==> src/rtl/somador_pipelinado.sv <==
// somador_pipelinado: carry-pipelined adder/subtractor.
// Each stage adds one CW-bit chunk using the carry registered by the
// previous stage. Partial sums and the operands travel with the valid bit.
// Optional feature: define SOMADOR_OVF_EN to add the signed-overflow output OVF.
module somador_pipelinado #(
    parameter int WIDTH  = 16,
    parameter int STAGES = 4
) (
    input  logic             clk,
    input  logic             rst,
    input  logic [WIDTH-1:0] A,
    input  logic [WIDTH-1:0] B,
    input  logic             Cin,
    input  logic             SUB,
    input  logic             in_valid,
    output logic             in_ready,
    output logic [WIDTH-1:0] S,
    output logic             Cout,
    output logic             out_valid,
    input  logic             out_ready
`ifdef SOMADOR_OVF_EN
    ,
    output logic             OVF
`endif
);
    localparam int CW   = WIDTH / STAGES;
    localparam int LAST = STAGES - 1;

    // One chunk of the ripple: returns {carry, sum}.
    function automatic logic [CW:0] add_chunk(input logic [CW-1:0] x,
                                              input logic [CW-1:0] y,
                                              input logic          ci);
        return {1'b0, x} + {1'b0, y} + {{CW{1'b0}}, ci};
    endfunction

    // Replace chunk k of a partial sum with freshly computed bits.
    function automatic logic [WIDTH-1:0] put_chunk(input logic [WIDTH-1:0] s,
                                                   input logic [CW-1:0]    c,
                                                   input int               k);
        logic [WIDTH-1:0] r;
        r = s;
        r[k*CW +: CW] = c;
        return r;
    endfunction

    // Stage registers, index = stage number
    logic             vld_p [STAGES];
    logic [WIDTH-1:0] a_p   [STAGES];
    logic [WIDTH-1:0] b_p   [STAGES];
    logic [WIDTH-1:0] sum_p [STAGES];
    logic             cy_p  [STAGES];

    // Next values computed by each stage
    logic [WIDTH-1:0] a_nx  [STAGES];
    logic [WIDTH-1:0] b_nx  [STAGES];
    logic [WIDTH-1:0] s_nx  [STAGES];
    logic             c_nx  [STAGES];

    // The whole pipe moves together; it only stops when a result is stuck
    // at the output.
    logic adv;
    assign adv       = !vld_p[LAST] || out_ready;
    assign in_ready  = adv;
    assign out_valid = vld_p[LAST];
    assign S         = sum_p[LAST];
    assign Cout      = cy_p[LAST];

    generate
        for (genvar k = 0; k < STAGES; k++) begin : g_stage
            logic [WIDTH-1:0] a_src;
            logic [WIDTH-1:0] b_src;
            logic [WIDTH-1:0] s_src;
            logic             c_src;
            logic [CW:0]      r;

            if (k == 0) begin : g_first
                // ---- stage 0: subtraction becomes A + ~B + 1, Cin dropped
                assign a_src = A;
                assign b_src = SUB ? ~B : B;
                assign c_src = SUB | Cin;
                assign s_src = '0;
            end else begin : g_next
                // ---- stage k: continue from stage k-1 registers
                assign a_src = a_p[k-1];
                assign b_src = b_p[k-1];
                assign c_src = cy_p[k-1];
                assign s_src = sum_p[k-1];
            end

            assign r       = add_chunk(a_src[k*CW +: CW], b_src[k*CW +: CW], c_src);
            assign a_nx[k] = a_src;
            assign b_nx[k] = b_src;
            assign s_nx[k] = put_chunk(s_src, r[CW-1:0], k);
            assign c_nx[k] = r[CW];
        end
    endgenerate

    // Valid bits, partial sums and carries: cleared asynchronously by rst.
    always_ff @(posedge clk or posedge rst) begin
        if (rst) begin
            for (int k = 0; k < STAGES; k++) begin
                vld_p[k] <= 1'b0;
                sum_p[k] <= '0;
                cy_p[k]  <= 1'b0;
            end
        end else if (adv) begin
            vld_p[0] <= in_valid;
            for (int k = 1; k < STAGES; k++) begin
                vld_p[k] <= vld_p[k-1];
            end
            for (int k = 0; k < STAGES; k++) begin
                sum_p[k] <= s_nx[k];
                cy_p[k]  <= c_nx[k];
            end
        end
    end

    // Operand carry-forward: pure data, qualified by the valid bits.
    always_ff @(posedge clk) begin
        if (adv) begin
            for (int k = 0; k < STAGES; k++) begin
                a_p[k] <= a_nx[k];
                b_p[k] <= b_nx[k];
            end
        end
    end

`ifdef SOMADOR_OVF_EN
    // Signed overflow: operands of equal sign giving a result of the other sign.
    always_ff @(posedge clk or posedge rst) begin
        if (rst) begin
            OVF <= 1'b0;
        end else if (adv) begin
            OVF <= (a_nx[LAST][WIDTH-1] == b_nx[LAST][WIDTH-1]) &&
                   (s_nx[LAST][WIDTH-1] != a_nx[LAST][WIDTH-1]);
        end
    end
`endif

endmodule

==> config.mk <==
export PLATFORM = sky130hd
export DESIGN_NAME = somador_pipelinado
export DESIGN_NICKNAME = d
export VERILOG_FILES = /design/src/rtl/somador_pipelinado.sv
export SDC_FILE = /design/constraint.sdc
export NUM_CORES = 1
export LEC_CHECK = 0
export CAP_MARGIN = 25
export CORE_ASPECT_RATIO = 2
export CORE_MARGIN = 4
export CORE_UTILIZATION = 58
export CTS_BUF_LIST = sky130_fd_sc_hd__clkbuf_16
export DETAILED_ROUTE_END_ITERATION = 8
export GPL_TIMING_DRIVEN = 0
export PLACE_DENSITY = 0.87
export SLEW_MARGIN = 40
export SYNTH_ARGS = -nofsm -noshare
export SYNTH_HDL_FRONTEND = slang
export SYNTH_SLANG_ARGS = --single-unit
==> constraint.sdc <==
create_clock -name clk -period 3.7 [get_ports clk]
set_input_delay 0.74 -clock clk [delete_from_list [all_inputs] [get_ports clk]]
set_output_delay 0.74 -clock clk [all_outputs]
set_load 0.02 [all_outputs]
==> summary.md <==
| Metric | Value |
|---|---|
| N_diodes | 0 |
| Post-Route Utilization | 74.6% |
| Initial antenna violation count | 0 |
| Clk Latency, worst-skew pair | 0.35 ns |
| Critical path data required time | 2.96 ns |
| Reg2Reg Launch Point | g_stage[3].c_src$_DFFE_PP0P_ |
| Placed cell areas | 0.00459 sq mm |
| Most common cell in the netlist | nand2_1 |
| Critical path, cell by cell | clkdlybuf4s50_1, nor2b_2, inv_2, buf_4, clkdlybuf4s50_1 |
| Starting Density | 59.4% |
| Final Hold Viols | 0 |
| R2R depth | 5 |
| Sw frac | 31.2% |
| Vias after detailed routing | 2343 |
| Final worst-path cycle share | 92.2% |
| Synth Instances | 308 |
| CTS Buf Count | 9 |
| Logic pwr share | 30.8% |
| Final setup violation count | 0 |
| Mapped Area | 0.00390 sq mm |
| Post-Syn Area per Cell | 12.7 sq um |
| Die height | 124 um |
| CTS H-Tree Depth | 3 |
| Final std cells w/o fill | 468 |
| Number of synthesized register bits | 96 |
| Clock sinks | 96 |
| HP Class | flop to flop |
| Slowest-stage cell, CP | clkdlybuf4s50_1 |
| PD cells | 806 mW/mm^2 |
| Most used DFF post-synth | edfxtp_1 |
| Routed WL | 6500 um |
| Syn Nets | 366 |
| Actual slew at the worst max-slew pin | 0.668 ns |
| Antenna viol nets, final | 0 |
| Minimum clock period | 3.41 ns |
| Post-synth cell types | 20 |
| Worst slew margin | 55.5% |
| Peak supply drop | 498 uV |
| Crit path DAT | 2.67 ns |
| Post-synth EDFFs | 48 |
| CTS root buffer | clkbuf_16 |
| Ranking of synthesized cells by area | edfxtp_1 (37%), dfrtp_1 (31%), nand2_1 (10%), xor2_1 (4.9%), fa_1 (4.1%) |
| Fraction of power consumed by the clock network | 24.3% |
| Yosys top cell by area | edfxtp_1 |
| Post-DP HPWL | 4600 um |
| Critical path buffers and inverters | 4 |
| PostCTS Resize Cnt | 0 |
| Crit Path Category | input pin to primary output |
| Max-cap violations | 0 |
| Placeable Area | 0.00657 sq mm |
| Area delta synth->final | 25.6% |
| Async S/R FF share, synth | 50.0% |
| Drt wl/cell | 13.9 um |
| Crit-path max FO | 58 |
| Die X-Extent | 66.0 um |
| Unrepaired setup endpoints after global routing | no |
| Clock Tree Buf Depth | 2 |
| Placer Congestion | 0.778 |
| Rows | 42 |
| Leakage | 0.00218 uW |
| Sequential power share | 44.9% |
| Post-synth top cells | nand2_1 (105), dfrtp_1 (48), edfxtp_1 (48) |
| FF-to-FF End | Cout$_DFFE_PP0P_ |
| Net Sw Power | 1230 uW |
| DRT Pass-1 Iters | 4 |
| Hold Path Depth | 0 |
| Delay-heaviest family, CP | buffers and inverters |
| Placed cells | 452 |
| Share of cells above drive strength 1 | 8.16% |
| Power Internal | 2720 uW |
| Setup Buffers After CTS | 0 |
| Peak Freq | 0.293 GHz |
| WHS Endpoint | b_p[2][14]$_DFFE_PP_ |
| Register-to-register setup slack | 1.82 ns |
| Gr usage total | 18.3% |
| Synthesis Warnings | 0 |
| Final #Nets | 433 |
| IO buf count | 55 |
| DRC | 0 |
| Clock Pin Slew Worst Setup and Hold Paths | 0.06 ns |
| Congestion Overflow GR | 0 |
| Hold_buf cts | 0 |
| Die Area | 0.00818 sq mm |
| DR vias/cell | 5.01 |
| Largest net degree at the start of global routing | 59 |
| First-pass GRT wire length | 10800 um |
| Vias in the first global route | 2467 |
| Max stage delay on crit path | 0.73 ns |
| Crit-path most repeated cell | clkdlybuf4s50_1 |
| WHS | 0.418 ns |
| Worst setup EP type | primary output |
| Synth top area share | 36.9% |
| Final slew viol count | 0 |
| Total power | 3950 uW |
| Share of the yosys chip area belonging to registers | 67.7% |
| Io pins | 57 |
| CTS tree | yes |
| Status | finished, final reports clean |
| Initial drt markers | 178 |
| Finished Cell Area | 0.00490 sq mm |
| Clk_skew | 0.00777 ns |
| Hold_sp | b_p[1][14]$_DFFE_PP_ |
| Crit start category | input pin |
-- per-stage QoR --
step           TNS (ns)  setup WS [ns]
3_3_place_gp    -0.0791        -0.0791
4_1_cts               0          0.268
3_5_place_dp          0          0.282
5_1_grt               0          0.185
6_report              0          0.289
2_1_floorplan         0           1.11
-- metal layers --
| layer | global-route usage [%] | part of all wire (%) |
|---|---|---|
| met1 | 18.4 | 35 |
| met5 | 0 | 0 |
| met2 | 33.8 | 57 |
| met3 | 3.52 | 4.2 |
| met4 | 11.2 | 3.6 |
-- placed cells by master, fill, tap and decap left out, types with 3 or more instances in the layout --
cell             netlist  final
clkbuf_16              0      9
a21oi_1               14     14
buf_4                  6      7
nand2_1              105    105
nor2_1                10     10
xor2_1                22     22
edfxtp_1              48     48
dfrtp_1               48     48
o21ai_0                8      8
a21o_1                 6      6
buf_2                  4      3
ha_1                  12     12
inv_1                  7      8
fa_1                   8      8
clkdlybuf4s50_1        0     55
-- area by class of cell --
type	instances	area, sq um
repair buffers	56	571
plain buffers	12	90.1
clock inverters	7	88.8
flip-flops and latches	96	2640
well taps	88	110
inverters	8	32.5
clock buffers	9	225
multi-input cells	192	1140
fillers	418	1670
-- flip-flops by register name, summed over array words and instances, names as in the netlist --
signal	cells
g_stage.c_src	3
S	16
Cout	1
b_p	24
a_p	24
out_valid	1
g_stage.s_src	24
vld_p	3
-- worst max path at each step --
stage,depth (start not counted),to,from,slack (ns)
5_1_grt,5,in_ready,out_ready,0.18
2_1_floorplan,8,g_stage[1].c_src$_DFFE_PP0P_,SUB,1.11
6_report,5,in_ready,out_ready,0.29
3_3_place_gp,5,in_ready,out_ready,-0.08
3_5_place_dp,5,in_ready,out_ready,0.28
4_1_cts,5,in_ready,out_ready,0.27
-- power groups by stage --
stage / combinational (uW) / clock [uW] / sequential (uW)
floorplan: 673 / 0 / 1870
global placement: 1140 / 0 / 1770
detailed placement: 1210 / 0 / 1790
CTS: 1240 / 968 / 1780
global route: 1370 / 1010 / 1820
finish: 1220 / 959 / 1770
-- logic make-up after synthesis --
| family | share of synthesized area (%) |
|---|---|
| buffers and inverters | 3.01 |
| DFF | 67.7 |
| AOI/OAI and AO/OA | 3.98 |
| xor gates and xnor gates | 5.39 |
| adders and majority gates | 7.95 |
| and+or+nand+nor | 11.9 |
(Power assumes the default switching activity.)
